$ cat src/rtl/led_bank_arbiter.sv
// Round-robin owner of the 8-LED bank: bounded tenures under contention,
// live tracking of the owner's pattern, heartbeat on the MSB when idle.
module led_bank_arbiter #(
  parameter int NUM_REQ         = 4,
  parameter int HOLD_CYCLES     = 15_000_000,
  parameter int HEARTBEAT_WIDTH = 25
) (
  input  logic                 sysclk,
  input  logic                 reset,
  input  logic [NUM_REQ-1:0]   req,
  input  logic [8*NUM_REQ-1:0] pattern,
  output logic [NUM_REQ-1:0]   grant,
  output logic                 busy,
  output logic [7:0]           leds
);

  localparam int PW = (NUM_REQ > 1) ? $clog2(NUM_REQ) : 1;
  localparam int TW = (HOLD_CYCLES > 1) ? $clog2(HOLD_CYCLES) : 1;

  typedef enum logic [0:0] {IDLE = 1'b0, HOLD = 1'b1} state_t;

  state_t                 state_r, state_s;
  logic [NUM_REQ-1:0]     grant_r, grant_s;
  logic [PW-1:0]          own_r, own_s;
  logic [PW-1:0]          ptr_r, ptr_s;
  logic [TW-1:0]          tcnt_r, tcnt_s;
  logic [7:0]             leds_r, leds_s;
  logic                   busy_r;
  logic [HEARTBEAT_WIDTH-1:0] hb_r;
  logic [PW:0]            pick_s;
  logic [PW-1:0]          win_s;
  logic [7:0]             hb_leds_s;

  // First requester at or after p, wrapping; MSB of the result flags a hit.
  function automatic logic [PW:0] rr_pick(input logic [NUM_REQ-1:0] r,
                                          input logic [PW-1:0] p);
    logic [PW:0] res;
    int          idx;
    res = '0;
    for (int i = NUM_REQ - 1; i >= 0; i--) begin
      idx = (int'(p) + i) % NUM_REQ;
      res = r[idx] ? {1'b1, PW'(idx)} : res;
    end
    return res;
  endfunction

  function automatic logic [PW-1:0] next_idx(input logic [PW-1:0] w);
    return (w == PW'(NUM_REQ - 1)) ? '0 : w + PW'(1);
  endfunction

  assign pick_s    = rr_pick(req, ptr_r);
  assign win_s     = pick_s[PW-1:0];
  assign hb_leds_s = {hb_r[HEARTBEAT_WIDTH-1], 7'b0};

  // Next-state and next-output decode for the ownership FSM.
  always_comb begin
    state_s = state_r;
    grant_s = grant_r;
    own_s   = own_r;
    ptr_s   = ptr_r;
    tcnt_s  = tcnt_r;
    leds_s  = hb_leds_s;
    case (state_r)
      IDLE: begin
        if (pick_s[PW]) begin
          state_s = HOLD;
          grant_s = NUM_REQ'(1) << win_s;
          own_s   = win_s;
          ptr_s   = next_idx(win_s);
          tcnt_s  = TW'(HOLD_CYCLES - 1);
          leds_s  = pattern[8*int'(win_s) +: 8];
        end else begin
          grant_s = '0;
          leds_s  = hb_leds_s;
        end
      end
      HOLD: begin
        if (!req[own_r]) begin
          state_s = IDLE;
          grant_s = '0;
          leds_s  = hb_leds_s;
        end else if (tcnt_r == TW'(0)) begin
          // Owner is still requesting, so the search always hits; it is scanned last.
          grant_s = NUM_REQ'(1) << win_s;
          own_s   = win_s;
          ptr_s   = next_idx(win_s);
          tcnt_s  = TW'(HOLD_CYCLES - 1);
          leds_s  = pattern[8*int'(win_s) +: 8];
        end else begin
          tcnt_s  = tcnt_r - TW'(1);
          leds_s  = pattern[8*int'(own_r) +: 8];
        end
      end
      default: begin
        state_s = IDLE;
        grant_s = '0;
        leds_s  = hb_leds_s;
      end
    endcase
  end

  // State, output and heartbeat registers.
  always_ff @(posedge sysclk) begin
    if (reset) begin
      state_r <= IDLE;
      grant_r <= '0;
      own_r   <= '0;
      ptr_r   <= '0;
      tcnt_r  <= '0;
      leds_r  <= 8'h00;
      busy_r  <= 1'b0;
      hb_r    <= '0;
    end else begin
      state_r <= state_s;
      grant_r <= grant_s;
      own_r   <= own_s;
      ptr_r   <= ptr_s;
      tcnt_r  <= tcnt_s;
      leds_r  <= leds_s;
      busy_r  <= |grant_s;
      hb_r    <= hb_r + HEARTBEAT_WIDTH'(1);
    end
  end

  assign grant = grant_r;
  assign busy  = busy_r;
  assign leds  = leds_r;

endmodule

$ cat config.mk
export PLATFORM = sky130hd
export DESIGN_NAME = led_bank_arbiter
export DESIGN_NICKNAME = d
export VERILOG_FILES = /design/src/rtl/led_bank_arbiter.sv
export SDC_FILE = /design/constraint.sdc
export NUM_CORES = 1
export LEC_CHECK = 0
export CORE_AREA = 3 3 107 109
export DETAILED_ROUTE_END_ITERATION = 10
export DIE_AREA = 0 0 110 112
export GPL_TIMING_DRIVEN = 0
export PLACE_DENSITY = 0.62
export SYNTH_ARGS = -nofsm -noshare
export SYNTH_HDL_FRONTEND = slang
export SYNTH_SLANG_ARGS = --single-unit
$ cat constraint.sdc
create_clock -name sysclk -period 3.4 [get_ports sysclk]
set_clock_uncertainty 0.05 [all_clocks]
set_input_delay 0.51 -clock sysclk [delete_from_list [all_inputs] [get_ports sysclk]]
set_output_delay 0.51 -clock sysclk [all_outputs]
set_load 0.02 [all_outputs]
==> results of run 1 <==
[power by group through the flow]
stage | combinational, mW | clock, mW | sequential, mW
2_1_floorplan | 0.331 | 0 | 0.922
3_3_place_gp | 0.520 | 0 | 0.904
3_5_place_dp | 0.526 | 0 | 0.907
4_1_cts | 0.529 | 0.773 | 0.889
5_1_grt | 0.579 | 0.811 | 0.899
6_report | 0.530 | 0.750 | 0.892
[Yosys cell counts, types with 4 or more instances]
cell      count
inv_1        12
and3_1        7
a211oi_1      5
nor4_1        7
a311oi_1      5
buf_2         5
ha_1          4
a211o_1       6
a21oi_1      28
o221ai_1      7
mux2i_1      14
nor2_1       38
xor2_1       11
or3_1         4
nand3_1      15
dfxtp_1      67
o21ai_0      14
o21ai_1       5
clkbuf_1     10
mux4_2        9
nor3_1        9
nand2_1      27
nand4_1      10
xnor2_1      11
[registers in the layout, indices dropped and copies added (netlist names)]
register and cells:
tcnt_r 24, state_r 1, leds 8, grant 4, own_r 2, hb_r 25
busy 1, ptr_r 2
[stage by stage]
step / instances / cell area (sq um) / util (%) / total power [mW]
2_1_floorplan: 403 / 3670 / - / 1.25
3_3_place_gp: 593 / 4350 / 40.6 / 1.42
3_5_place_dp: 593 / 4350 / 40.6 / 1.43
4_1_cts: 609 / 4570 / 42.7 / 2.19
5_1_grt: 609 / 4570 / 42.7 / 2.29
6_report: 609 / 4570 / 42.7 / 2.17
[layer usage]
metal | global-route usage [%] | up-vias | share of wire [%]
li1 | - | 1649 | -
met5 | 0 | - | 0
met4 | 4.90 | 0 | 1.9
met2 | 26.0 | 96 | 48
met3 | 4.00 | 13 | 6.2
met1 | 20.4 | 1582 | 44
[how the worst max path moves through the flow]
stage,start,endpoint,cells past startpoint
floorplan,req[2],busy,9
global placement,req[0],busy,10
detailed placement,req[0],busy,10
CTS,req[0],busy,10
global route,req[0],busy,10
finish,req[0],busy,10
[area by class of cell]
class | count | area (sq um)
Clock buffer | 9 | 124
Tap cell | 140 | 175
Buffer | 21 | 105
Fill cell | 1055 | 6130
Timing Repair Buffer | 50 | 500
Clock inverter | 7 | 98.8
Inverter | 12 | 45.0
Sequential cell | 67 | 1340
Multi-Input combinational cell | 303 | 2180
[cells by family (layout without fill, tap and decap cells)]
group | after synthesis | in the layout | share of synthesized area, %
AO/OA/AOI/OAI | 103 | 103 | 19.5
XOR/XNOR | 22 | 22 | 5.25
adder cells (fa/ha/maj) | 4 | 4 | 1.36
buffers and inverters | 33 | 99 | 4.09
flip-flops | 67 | 67 | 36.5
multiplexers | 25 | 25 | 10.3
AND/OR/NAND/NOR | 149 | 149 | 23.0
[worst register-to-register path, delay by kind of cell, from the launching register on]
family	cells	cell delay, ns
simple gates	2	0.26
buf+inv	3	0.80
compound gates	2	0.40
mux	1	0.36
fa+ha+maj	1	0.25
flops	1	0.44
==> impl_results.html, run 1 <==
<table>
<tr><th>Metric</th><th>Value</th></tr>
<tr><th colspan="2">Synth</th></tr>
<tr><td>#FFs+latches synth</td><td>67</td></tr>
<tr><td>Cell types occupying the most area after synthesis</td><td>dfxtp_1 (37%), mux4_2 (5.5%), nor2_1 (3.9%)</td></tr>
<tr><td>Avg Synthesized Cell Area</td><td>9.11 sq um</td></tr>
<tr><td>Cell type contributing the most total cell area after synthesis</td><td>dfxtp_1</td></tr>
<tr><td>Share of synthesized flip-flops with an asynchronous set or reset</td><td>0%</td></tr>
<tr><td>Count of warnings emitted by yosys</td><td>0</td></tr>
<tr><td>Area share of the leading cell type in the synthesized netlist</td><td>36.5%</td></tr>
<tr><td>Distinct cell type count after synthesis</td><td>68</td></tr>
<tr><td>Number of enable flip-flop cells after synthesis</td><td>0</td></tr>
<tr><td>Main synth FF type</td><td>dfxtp_1</td></tr>
<tr><td>Synth Instances</td><td>403</td></tr>
<tr><td>Number of nets in the synthesized netlist</td><td>445</td></tr>
<tr><td>Sequential share of the synthesized area</td><td>36.5%</td></tr>
<tr><td>Netlist Area Pre-Place</td><td>0.00367 sq mm</td></tr>
<tr><th colspan="2">Detailed routing</th></tr>
<tr><td>Routed via count</td><td>3340</td></tr>
<tr><td>Vias per cell</td><td>5.48</td></tr>
<tr><td>Wire length reported by the detailed router</td><td>9460 microns</td></tr>
<tr><td>Detailed Routing Iterations Pass 1</td><td>5</td></tr>
<tr><td>Remaining design rule violation count</td><td>0</td></tr>
<tr><td>Post-DRT Antenna Nets</td><td>0</td></tr>
<tr><td>Average wire per standard cell</td><td>15.5 microns</td></tr>
<tr><td>DRC violation total after the first TritonRoute iteration</td><td>213</td></tr>
<tr><th colspan="2">Placed design</th></tr>
<tr><td>Detailed Place HPWL</td><td>6640 microns</td></tr>
<tr><td>Routability congestion estimate</td><td>0.815</td></tr>
<tr><td>Worst-case setup slack after placement</td><td>0.139 ns</td></tr>
<tr><td>Count of input and output buffers</td><td>50</td></tr>
<tr><th colspan="2">STA</th></tr>
<tr><td>Period minus WS final</td><td>2.90 ns</td></tr>
<tr><td>Minimum hold slack</td><td>0.396 ns</td></tr>
<tr><td>Total negative setup slack</td><td>0 ns</td></tr>
<tr><td>Achievable frequency</td><td>345 MHz</td></tr>
<tr><td>Final cycle utilization of the critical path</td><td>85.2%</td></tr>
<tr><td>RSZ-0062 raised after global routing</td><td>no</td></tr>
<tr><td>Slew at the pin with the worst max-slew slack</td><td>0.951 ns</td></tr>
<tr><td>Final slew viol count</td><td>0</td></tr>
<tr><td>Number of hold-slack violations in the final timing report</td><td>0</td></tr>
<tr><td>Final Worst Setup Slack</td><td>0.504 ns</td></tr>
<tr><td>Total setup violations reported at the end of the flow</td><td>0</td></tr>
<tr><td>Worst slew margin relative to its limit</td><td>36.2%</td></tr>
<tr><th colspan="2">Clock tree</th></tr>
<tr><td>Number of post-CTS setup repair buffers</td><td>0</td></tr>
<tr><td>Clock Latency Late Sink</td><td>0.34 ns</td></tr>
<tr><td>Clock tree from TritonCTS</td><td>done</td></tr>
<tr><td>Cts bufs inserted</td><td>9</td></tr>
<tr><td>Number of clock sinks</td><td>67</td></tr>
<tr><td>Reg clk slew, reported paths</td><td>0.08 ns</td></tr>
<tr><td>Number of hold buffers added after cts</td><td>0</td></tr>
<tr><td>Number of gates resized after cts</td><td>0</td></tr>
<tr><td>H-tree depth reported by CTS</td><td>3</td></tr>
<tr><td>Clock root buffer</td><td>clkbuf_8</td></tr>
<tr><td>Maximum clock path buffer count</td><td>2</td></tr>
<tr><th colspan="2">Floorplanning</th></tr>
<tr><td>Placeable core area</td><td>0.0107 sq mm</td></tr>
<tr><td>Initial standard-cell utilization of the core</td><td>34.3%</td></tr>
<tr><td>Placement Rows</td><td>38</td></tr>
<tr><td>Die boundary height</td><td>112 microns</td></tr>
<tr><td>Die W</td><td>110 microns</td></tr>
<tr><td>Ports placed on the boundary</td><td>51</td></tr>
<tr><td>Die ar.</td><td>0.0123 sq mm</td></tr>
<tr><th colspan="2">Worst hold path</th></tr>
<tr><td>Hold Path End</td><td>hb_r[0]</td></tr>
<tr><td>Hold Path Origin</td><td>hb_r[0]</td></tr>
<tr><td>Number of instances on the worst hold path</td><td>1</td></tr>
<tr><td>Hold Path Class</td><td>flip-flop to flip-flop</td></tr>
<tr><th colspan="2">Critical path</th></tr>
<tr><td>Longest individual stage delay on the worst path</td><td>0.53 ns</td></tr>
<tr><td>Critical path cell sequence</td><td>clkdlybuf4s50_1, mux2_2, nand2_1, and3_1, clkbuf_1, clkbuf_1, inv_1, ha_1, o311ai_1, a21oi_1</td></tr>
<tr><td>Worst path buffer plus inverter count</td><td>4</td></tr>
<tr><td>Dominant delay contributor by cell family on the critical path</td><td>buffers and inverters</td></tr>
<tr><td>Cell count of the worst reg-to-reg path</td><td>9</td></tr>
<tr><td>Launch instance of the worst register-to-register path</td><td>ptr_r[1]</td></tr>
<tr><td>Top fanout value on the critical path</td><td>10</td></tr>
<tr><td>Critical path launch point type</td><td>input port</td></tr>
<tr><td>Slowest stage cell on the critical path</td><td>clkbuf_1</td></tr>
<tr><td>Kind of end point of the critical path</td><td>flip-flop</td></tr>
<tr><td>Required time at the worst-slack endpoint</td><td>3.55 ns</td></tr>
<tr><td>Cell type with the highest occurrence count on the critical path</td><td>clkbuf_1</td></tr>
<tr><td>Category of the most critical setup path</td><td>input port to flip-flop</td></tr>
<tr><td>Critical path data arrival time</td><td>3.05 ns</td></tr>
<tr><td>Setup slack, reg-to-reg</td><td>0.70 ns</td></tr>
<tr><td>Reg2Reg Capture Point</td><td>busy</td></tr>
<tr><th colspan="2">Global route</th></tr>
<tr><td>Pin count of the biggest net entering global routing</td><td>14</td></tr>
<tr><td>First-pass GRT wire length</td><td>15800 microns</td></tr>
<tr><td>Total congestion overflow</td><td>0</td></tr>
<tr><td>Number of global-route vias before repair</td><td>3321</td></tr>
<tr><td>Global-route usage over all layers</td><td>15.9%</td></tr>
<tr><td>Number of antenna violations at the first check in global routing</td><td>0</td></tr>
<tr><th colspan="2">Pwr</th></tr>
<tr><td>Fraction of power spent switching nets</td><td>30.9%</td></tr>
<tr><td>Relative contribution of combinational cells to total power</td><td>24.4%</td></tr>
<tr><td>Internal power</td><td>1.50 mW</td></tr>
<tr><td>Share of total power in sequential cells</td><td>41.1%</td></tr>
<tr><td>Switching power summed over all nets</td><td>670 uW</td></tr>
<tr><td>Clock group share of total power</td><td>34.5%</td></tr>
<tr><td>Leakage power</td><td>1.61 nW</td></tr>
<tr><td>Max IR drop VDD</td><td>0.186 mV</td></tr>
<tr><td>Ratio of total power to cell area</td><td>475 mW/mm^2</td></tr>
<tr><th colspan="2">Finish</th></tr>
<tr><td>Fraction of layout cells with a size suffix above 1</td><td>11.3%</td></tr>
<tr><td>Most common cell after layout, fill and taps aside</td><td>dfxtp_1</td></tr>
<tr><td>Area Growth Syn to Fin</td><td>24.5%</td></tr>
<tr><td>Number of antenna diodes</td><td>0</td></tr>
<tr><td>Layout Nets</td><td>506</td></tr>
<tr><td>Top library cells by usage in the layout, fill and taps aside</td><td>dfxtp_1 (67), clkdlybuf4s50_1 (50), nor2_1 (38), a21oi_1 (28), nand2_1 (27)</td></tr>
<tr><th colspan="2">Job</th></tr>
<tr><td>Max_cap viols</td><td>0</td></tr>
<tr><th colspan="2">Status</th></tr>
<tr><td>Status</td><td>finished, final reports clean</td></tr>
</table>
No activity file was read; power rests on OpenSTA's default activity.
==> inputs of run 2 (changes only) <==
Settings changed: PLACE_DENSITY 0.62 to 0.52.
==> impl_results.html, run 2 (synthesized netlist as in run 1, its figures left out) <==
<table>
<tr><th>Metric</th><th>Value</th></tr>
<tr><th colspan="2">Status</th></tr>
<tr><td>Status</td><td>finished, final reports clean</td></tr>
<tr><th colspan="2">Floorplanning</th></tr>
<tr><td>Die W</td><td>110 microns</td></tr>
<tr><td>Placement Rows</td><td>38</td></tr>
<tr><td>Die boundary height</td><td>112 microns</td></tr>
<tr><td>Initial standard-cell utilization of the core</td><td>34.3%</td></tr>
<tr><td>Ports placed on the boundary</td><td>51</td></tr>
<tr><td>Placeable core area</td><td>0.0107 sq mm</td></tr>
<tr><td>Die ar.</td><td>0.0123 sq mm</td></tr>
<tr><th colspan="2">Critical path</th></tr>
<tr><td>Critical path data arrival time</td><td>3.04 ns</td></tr>
<tr><td>Top fanout value on the critical path</td><td>10</td></tr>
<tr><td>Category of the most critical setup path</td><td>input port to flip-flop</td></tr>
<tr><td>Kind of end point of the critical path</td><td>flip-flop</td></tr>
<tr><td>Required time at the worst-slack endpoint</td><td>3.55 ns</td></tr>
<tr><td>Critical path launch point type</td><td>input port</td></tr>
<tr><td>Launch instance of the worst register-to-register path</td><td>ptr_r[1]</td></tr>
<tr><td>Cell count of the worst reg-to-reg path</td><td>9</td></tr>
<tr><td>Setup slack, reg-to-reg</td><td>0.72 ns</td></tr>
<tr><td>Reg2Reg Capture Point</td><td>busy</td></tr>
<tr><th colspan="2">Worst hold path</th></tr>
<tr><td>Hold Path Origin</td><td>hb_r[0]</td></tr>
<tr><td>Hold Path End</td><td>hb_r[0]</td></tr>
<tr><td>Hold Path Class</td><td>flip-flop to flip-flop</td></tr>
<tr><td>Number of instances on the worst hold path</td><td>1</td></tr>
<tr><th colspan="2">Pwr</th></tr>
<tr><td>Clock group share of total power</td><td>30.0%</td></tr>
<tr><td>Ratio of total power to cell area</td><td>449 mW/mm^2</td></tr>
<tr><td>Relative contribution of combinational cells to total power</td><td>26.1%</td></tr>
<tr><td>Max IR drop VDD</td><td>0.161 mV</td></tr>
<tr><td>Fraction of power spent switching nets</td><td>31.7%</td></tr>
<tr><td>Internal power</td><td>1.39 mW</td></tr>
<tr><td>Share of total power in sequential cells</td><td>43.8%</td></tr>
<tr><td>Leakage power</td><td>1.59 nW</td></tr>
<tr><td>Post-route total power</td><td>2.03 mW</td></tr>
<tr><td>Switching power summed over all nets</td><td>643 uW</td></tr>
<tr><th colspan="2">Detailed routing</th></tr>
<tr><td>Average wire per standard cell</td><td>16.4 microns</td></tr>
<tr><td>Post-DRT Antenna Nets</td><td>0</td></tr>
<tr><td>Detailed Routing Iterations Pass 1</td><td>4</td></tr>
<tr><td>Routed via count</td><td>3317</td></tr>
<tr><td>Remaining design rule violation count</td><td>0</td></tr>
<tr><td>DRC violation total after the first TritonRoute iteration</td><td>247</td></tr>
<tr><td>Wire length reported by the detailed router</td><td>9990 microns</td></tr>
<tr><td>Vias per cell</td><td>5.45</td></tr>
<tr><th colspan="2">Clock tree</th></tr>
<tr><td>Cts bufs inserted</td><td>9</td></tr>
<tr><td>Number of post-CTS setup repair buffers</td><td>0</td></tr>
<tr><td>Clock Latency Late Sink</td><td>0.35 ns</td></tr>
<tr><td>Number of clock sinks</td><td>67</td></tr>
<tr><td>H-tree depth reported by CTS</td><td>3</td></tr>
<tr><td>Number of gates resized after cts</td><td>0</td></tr>
<tr><td>Number of hold buffers added after cts</td><td>0</td></tr>
<tr><td>Clock tree from TritonCTS</td><td>done</td></tr>
<tr><td>Clock root buffer</td><td>clkbuf_8</td></tr>
<tr><td>Maximum clock path buffer count</td><td>2</td></tr>
<tr><td>Reg clk slew, reported paths</td><td>0.07 ns</td></tr>
<tr><th colspan="2">Finish</th></tr>
<tr><td>Largest register FFs</td><td>25</td></tr>
<tr><td>Number of antenna diodes</td><td>0</td></tr>
<tr><td>Top library cells by usage in the layout, fill and taps aside</td><td>dfxtp_1 (67), clkdlybuf4s50_1 (50), nor2_1 (38), a21oi_1 (28), nand2_1 (27)</td></tr>
<tr><td>Most common cell after layout, fill and taps aside</td><td>dfxtp_1</td></tr>
<tr><td>Final core utilization</td><td>42.2%</td></tr>
<tr><td>Area Growth Syn to Fin</td><td>23.1%</td></tr>
<tr><td>Most flops, register</td><td>hb_r</td></tr>
<tr><td>Finished layout cell area</td><td>0.00452 sq mm</td></tr>
<tr><td>Layout Nets</td><td>506</td></tr>
<tr><td>Fraction of layout cells with a size suffix above 1</td><td>10.7%</td></tr>
<tr><th colspan="2">Placed design</th></tr>
<tr><td>Cell Area, Placed</td><td>0.00435 sq mm</td></tr>
<tr><td>Detailed Place HPWL</td><td>7340 microns</td></tr>
<tr><td>Routability congestion estimate</td><td>0.839</td></tr>
<tr><td>Count of input and output buffers</td><td>50</td></tr>
<tr><th colspan="2">STA</th></tr>
<tr><td>Total negative setup slack</td><td>0 ns</td></tr>
<tr><td>Number of hold-slack violations in the final timing report</td><td>0</td></tr>
<tr><td>Period minus WS final</td><td>2.88 ns</td></tr>
<tr><td>Slew at the pin with the worst max-slew slack</td><td>1.03 ns</td></tr>
<tr><td>Achievable frequency</td><td>347 MHz</td></tr>
<tr><td>RSZ-0062 raised after global routing</td><td>no</td></tr>
<tr><td>Final cycle utilization of the critical path</td><td>84.8%</td></tr>
<tr><td>Worst slew margin relative to its limit</td><td>31.2%</td></tr>
<tr><td>Minimum hold slack</td><td>0.403 ns</td></tr>
<tr><td>Final slew viol count</td><td>0</td></tr>
<tr><td>Total setup violations reported at the end of the flow</td><td>0</td></tr>
<tr><th colspan="2">Global route</th></tr>
<tr><td>Pin count of the biggest net entering global routing</td><td>11</td></tr>
<tr><td>Total congestion overflow</td><td>0</td></tr>
<tr><td>Number of antenna violations at the first check in global routing</td><td>0</td></tr>
<tr><td>First-pass GRT wire length</td><td>16600 microns</td></tr>
<tr><td>Global-route usage over all layers</td><td>17.2%</td></tr>
<tr><td>Number of global-route vias before repair</td><td>3156</td></tr>
<tr><th colspan="2">Job</th></tr>
<tr><td>Max_cap viols</td><td>0</td></tr>
</table>
[run 2: cell types whose count changed in the layout (fill, tap and decap cells not counted), sizes merged]
cell | before | now
bufinv | 2 | 0
clkbuf | 20 | 25
inv | 14 | 12
clkinvlp | 1 | 0
[run 2: how the worst max path moves through the flow]
| stage | from | end |
|---|---|---|
| 2_1_floorplan | req[2] | busy |
| 3_3_place_gp | req[0] | busy |
| 3_5_place_dp | req[0] | busy |
| 5_1_grt | req[0] | busy |
| 6_report | req[0] | busy |
| 4_1_cts | req[0] | busy |
[run 2: power by group through the flow]
stage | Sequential, mW | Combinational (mW) | Clock [mW]
2_1_floorplan | 0.922 | 0.331 | 0
5_1_grt | 0.898 | 0.586 | 0.662
3_5_place_dp | 0.907 | 0.531 | 0
3_3_place_gp | 0.906 | 0.528 | 0
6_report | 0.889 | 0.531 | 0.610
4_1_cts | 0.889 | 0.534 | 0.631
[run 2: worst max-delay path, stage by stage]
cell	delay [ns]
clkdlybuf4s50_1	0.50
mux2_2	0.30
nand2_1	0.10
and3_1	0.15
clkbuf_1	0.12
clkbuf_1	0.55
inv_1	0.15
ha_1	0.25
o311ai_1	0.28
a21oi_1	0.12
[run 2: layout make-up]
type / count / area, sq um
inverter: 12 / 45.0
multi-input combinational: 303 / 2180
buffer: 21 / 105
clock buffer: 14 / 163
timing repair buffer: 50 / 500
sequential: 67 / 1340
clock inverter: 2 / 10.0
fill: 1067 / 6180
tap: 140 / 175
[run 2: stage by stage]
step / setup slack [ns] / std cells
3_3_place_gp: 0.181 / 593
4_1_cts: 0.510 / 609
3_5_place_dp: 0.149 / 593
5_1_grt: 0.343 / 609
6_report: 0.518 / 609
2_1_floorplan: 1.07 / 403
[run 2: metal layers]
metal | track usage (%) | vias to the layer above | wire length (microns)
met5 | 0 | - | 0
met2 | 24.3 | 54 | 4540
li1 | - | 1649 | -
met1 | 25.8 | 1610 | 4980
met3 | 3.83 | 4 | 393
met4 | 5.24 | 0 | 85
==> inputs of run 3 (changes only) <==
Clock period 3.4 ns to 2.8 ns, I/O delays scaled along.
==> impl_results.html, run 3 (synthesized netlist as in run 1, its figures left out) <==
<table>
<tr><th>Metric</th><th>Value</th></tr>
<tr><th colspan="2">Status</th></tr>
<tr><td>Status</td><td>finished, final reports clean</td></tr>
<tr><th colspan="2">Finish</th></tr>
<tr><td>FILL cells</td><td>1068</td></tr>
<tr><td>Top library cells by usage in the layout, fill and taps aside</td><td>dfxtp_1 (67), clkdlybuf4s50_1 (50), nor2_1 (38), a21oi_1 (28), nand2_1 (27)</td></tr>
<tr><td>Number of antenna diodes</td><td>0</td></tr>
<tr><td>Finished layout cell area</td><td>0.00453 sq mm</td></tr>
<tr><td>Largest register FFs</td><td>25</td></tr>
<tr><td>Most common cell after layout, fill and taps aside</td><td>dfxtp_1</td></tr>
<tr><td>Area Growth Syn to Fin</td><td>23.3%</td></tr>
<tr><td>Final core utilization</td><td>42.3%</td></tr>
<tr><td>Fraction of layout cells with a size suffix above 1</td><td>11.1%</td></tr>
<tr><td>Layout Nets</td><td>506</td></tr>
<tr><td>Most flops, register</td><td>hb_r</td></tr>
<tr><th colspan="2">Critical path</th></tr>
<tr><td>Setup slack, reg-to-reg</td><td>0.37 ns</td></tr>
<tr><td>Critical path cell sequence</td><td>clkdlybuf4s50_1, a21oi_1, o21a_1, o22ai_1, inv_1, ha_1, o311ai_1, a21oi_1</td></tr>
<tr><td>Launch instance of the worst register-to-register path</td><td>tcnt_r[13]</td></tr>
<tr><td>Dominant delay contributor by cell family on the critical path</td><td>compound AO/OA/AOI/OAI gates</td></tr>
<tr><td>Reg2Reg Capture Point</td><td>leds[4]</td></tr>
<tr><td>Count of cell instances traversed by the critical path</td><td>8</td></tr>
<tr><td>Critical path launch point type</td><td>input port</td></tr>
<tr><td>Slowest stage cell on the critical path</td><td>clkdlybuf4s50_1</td></tr>
<tr><td>Critical path data arrival time</td><td>2.66 ns</td></tr>
<tr><td>Category of the most critical setup path</td><td>input port to flip-flop</td></tr>
<tr><td>Cell count of the worst reg-to-reg path</td><td>5</td></tr>
<tr><td>Required time at the worst-slack endpoint</td><td>2.95 ns</td></tr>
<tr><td>Top fanout value on the critical path</td><td>6</td></tr>
<tr><td>Critical path startpoint</td><td>req[0]</td></tr>
<tr><td>Kind of end point of the critical path</td><td>flip-flop</td></tr>
<tr><td>Cell type with the highest occurrence count on the critical path</td><td>a21oi_1</td></tr>
<tr><td>Worst path buffer plus inverter count</td><td>2</td></tr>
<tr><td>Longest individual stage delay on the worst path</td><td>0.57 ns</td></tr>
<tr><td>Endpoint of the worst setup timing path</td><td>busy</td></tr>
<tr><th colspan="2">Global route</th></tr>
<tr><td>Total congestion overflow</td><td>0</td></tr>
<tr><td>Pin count of the biggest net entering global routing</td><td>11</td></tr>
<tr><td>GR met1 Demand/Resource</td><td>25.8%</td></tr>
<tr><td>Global route hottest layer</td><td>met1</td></tr>
<tr><td>First-pass GRT wire length</td><td>16600 microns</td></tr>
<tr><td>Global-route met2 utilization</td><td>24.3%</td></tr>
<tr><td>Number of antenna violations at the first check in global routing</td><td>0</td></tr>
<tr><td>Number of global-route vias before repair</td><td>3156</td></tr>
<tr><td>Global-route usage over all layers</td><td>17.2%</td></tr>
<tr><td>Grt met3 use</td><td>3.83%</td></tr>
<tr><th colspan="2">Pwr</th></tr>
<tr><td>Ratio of total power to cell area</td><td>545 mW/mm^2</td></tr>
<tr><td>Max IR drop VDD</td><td>0.196 mV</td></tr>
<tr><td>Post-route total power</td><td>2.47 mW</td></tr>
<tr><td>Leakage power</td><td>1.60 nW</td></tr>
<tr><th colspan="2">Placed design</th></tr>
<tr><td>Count of input and output buffers</td><td>50</td></tr>
<tr><td>Routability congestion estimate</td><td>0.839</td></tr>
<tr><td>Detailed Place HPWL</td><td>7340 microns</td></tr>
<tr><td>Cell Area, Placed</td><td>0.00435 sq mm</td></tr>
<tr><th colspan="2">Clock tree</th></tr>
<tr><td>Maximum clock path buffer count</td><td>2</td></tr>
<tr><td>Clock root buffer</td><td>clkbuf_8</td></tr>
<tr><td>Clock tree from TritonCTS</td><td>done</td></tr>
<tr><td>H-tree depth reported by CTS</td><td>3</td></tr>
<tr><td>Clock Latency Late Sink</td><td>0.34 ns</td></tr>
<tr><td>Number of clock sinks</td><td>67</td></tr>
<tr><td>Cts bufs inserted</td><td>9</td></tr>
<tr><td>Reg clk slew, reported paths</td><td>0.07 ns</td></tr>
<tr><th colspan="2">Detailed routing</th></tr>
<tr><td>Wire length reported by the detailed router</td><td>9980 microns</td></tr>
<tr><td>Remaining design rule violation count</td><td>0</td></tr>
<tr><td>Average wire per standard cell</td><td>16.4 microns</td></tr>
<tr><td>DRC violation total after the first TritonRoute iteration</td><td>281</td></tr>
<tr><td>Routed via count</td><td>3333</td></tr>
<tr><td>Vias per cell</td><td>5.47</td></tr>
<tr><td>Post-DRT Antenna Nets</td><td>0</td></tr>
<tr><td>Detailed Routing Iterations Pass 1</td><td>4</td></tr>
<tr><th colspan="2">STA</th></tr>
<tr><td>Achievable frequency</td><td>398 MHz</td></tr>
<tr><td>Final cycle utilization of the critical path</td><td>89.8%</td></tr>
<tr><td>Final slew viol count</td><td>0</td></tr>
<tr><td>Number of hold-slack violations in the final timing report</td><td>0</td></tr>
<tr><td>Worst slew margin relative to its limit</td><td>32.1%</td></tr>
<tr><td>Period minus WS final</td><td>2.51 ns</td></tr>
<tr><td>Total setup violations reported at the end of the flow</td><td>0</td></tr>
<tr><td>RSZ-0062 raised after global routing</td><td>no</td></tr>
<tr><td>Slew at the pin with the worst max-slew slack</td><td>1.01 ns</td></tr>
<tr><th colspan="2">Floorplanning</th></tr>
<tr><td>Ports placed on the boundary</td><td>51</td></tr>
<tr><td>Die W</td><td>110 microns</td></tr>
<tr><td>Die boundary height</td><td>112 microns</td></tr>
<tr><td>Placement Rows</td><td>38</td></tr>
<tr><td>Initial standard-cell utilization of the core</td><td>34.3%</td></tr>
<tr><td>Die ar.</td><td>0.0123 sq mm</td></tr>
<tr><td>Placeable core area</td><td>0.0107 sq mm</td></tr>
<tr><th colspan="2">Worst hold path</th></tr>
<tr><td>Hold Path Class</td><td>flip-flop to flip-flop</td></tr>
<tr><th colspan="2">Job</th></tr>
<tr><td>Max_cap viols</td><td>0</td></tr>
</table>
run 3: cell types whose count changed in the layout (fill, tap and decap cells not counted):
cell and change:
clkbuf_1 -1, nor4b_2 +1, clkbuf_2 +1, nor4b_1 -1
run 3: repair_timing:
action | in CTS | in global routing
setup endpoints to repair | 1 | 9
resized for setup | 1 | 1
hold endpoints to repair | 0 | 0
hold buffers | 0 | 0
setup buffers | 0 | 0
run 3: area by class of cell:
type | instances | area, sq um | area share, %
multi-input cells | 303 | 2180 | 48.3
flip-flops and latches | 67 | 1340 | 29.6
repair buffers | 50 | 500 | 11.1
well taps | 140 | 175 | 3.87
clock buffers | 14 | 163 | 3.59
plain buffers | 21 | 106 | 2.35
inverters | 12 | 45.0 | 0.995
clock inverters | 2 | 10.0 | 0.221
run 3: per-stage QoR:
| stage | std cells | worst slack [ns] | hold slack (ns) | TNS, ns |
|---|---|---|---|---|
| floorplan | 403 | 0.517 | 0.363 | 0 |
| global placement | 593 | -0.329 | 0.379 | -0.717 |
| detailed placement | 593 | -0.361 | 0.389 | -0.874 |
| CTS | 609 | 0.181 | 0.405 | 0 |
| global route | 609 | 0.131 | 0.421 | 0 |
| finish | 609 | 0.286 | 0.403 | 0 |
run 3: where the power goes:
part	total [mW]	leakage, nW	switching [mW]	internal [mW]
sequential	1.08	0.548	0.0587	1.02
clock	0.739	0.0905	0.370	0.369
combinational	0.646	0.960	0.351	0.295
total	2.47	1.60	0.780	1.69
run 3: how the worst min path moves through the flow:
stage | slack, ns | endpoint | cells after the start | from
after floorplan | 0.36 | hb_r[0] | 1 | hb_r[0]
after global placement | 0.38 | hb_r[0] | 1 | hb_r[0]
after detailed placement | 0.39 | hb_r[0] | 1 | hb_r[0]
after CTS | 0.41 | hb_r[0] | 1 | hb_r[0]
after global routing | 0.42 | hb_r[0] | 1 | hb_r[0]
final | 0.40 | hb_r[0] | 1 | hb_r[0]
run 3: layer usage:
layer / vias up / wire (microns)
li1: 1647 / -
met1: 1619 / 4980
met2: 59 / 4500
met3: 8 / 393
met4: 0 / 109
met5: - / 0
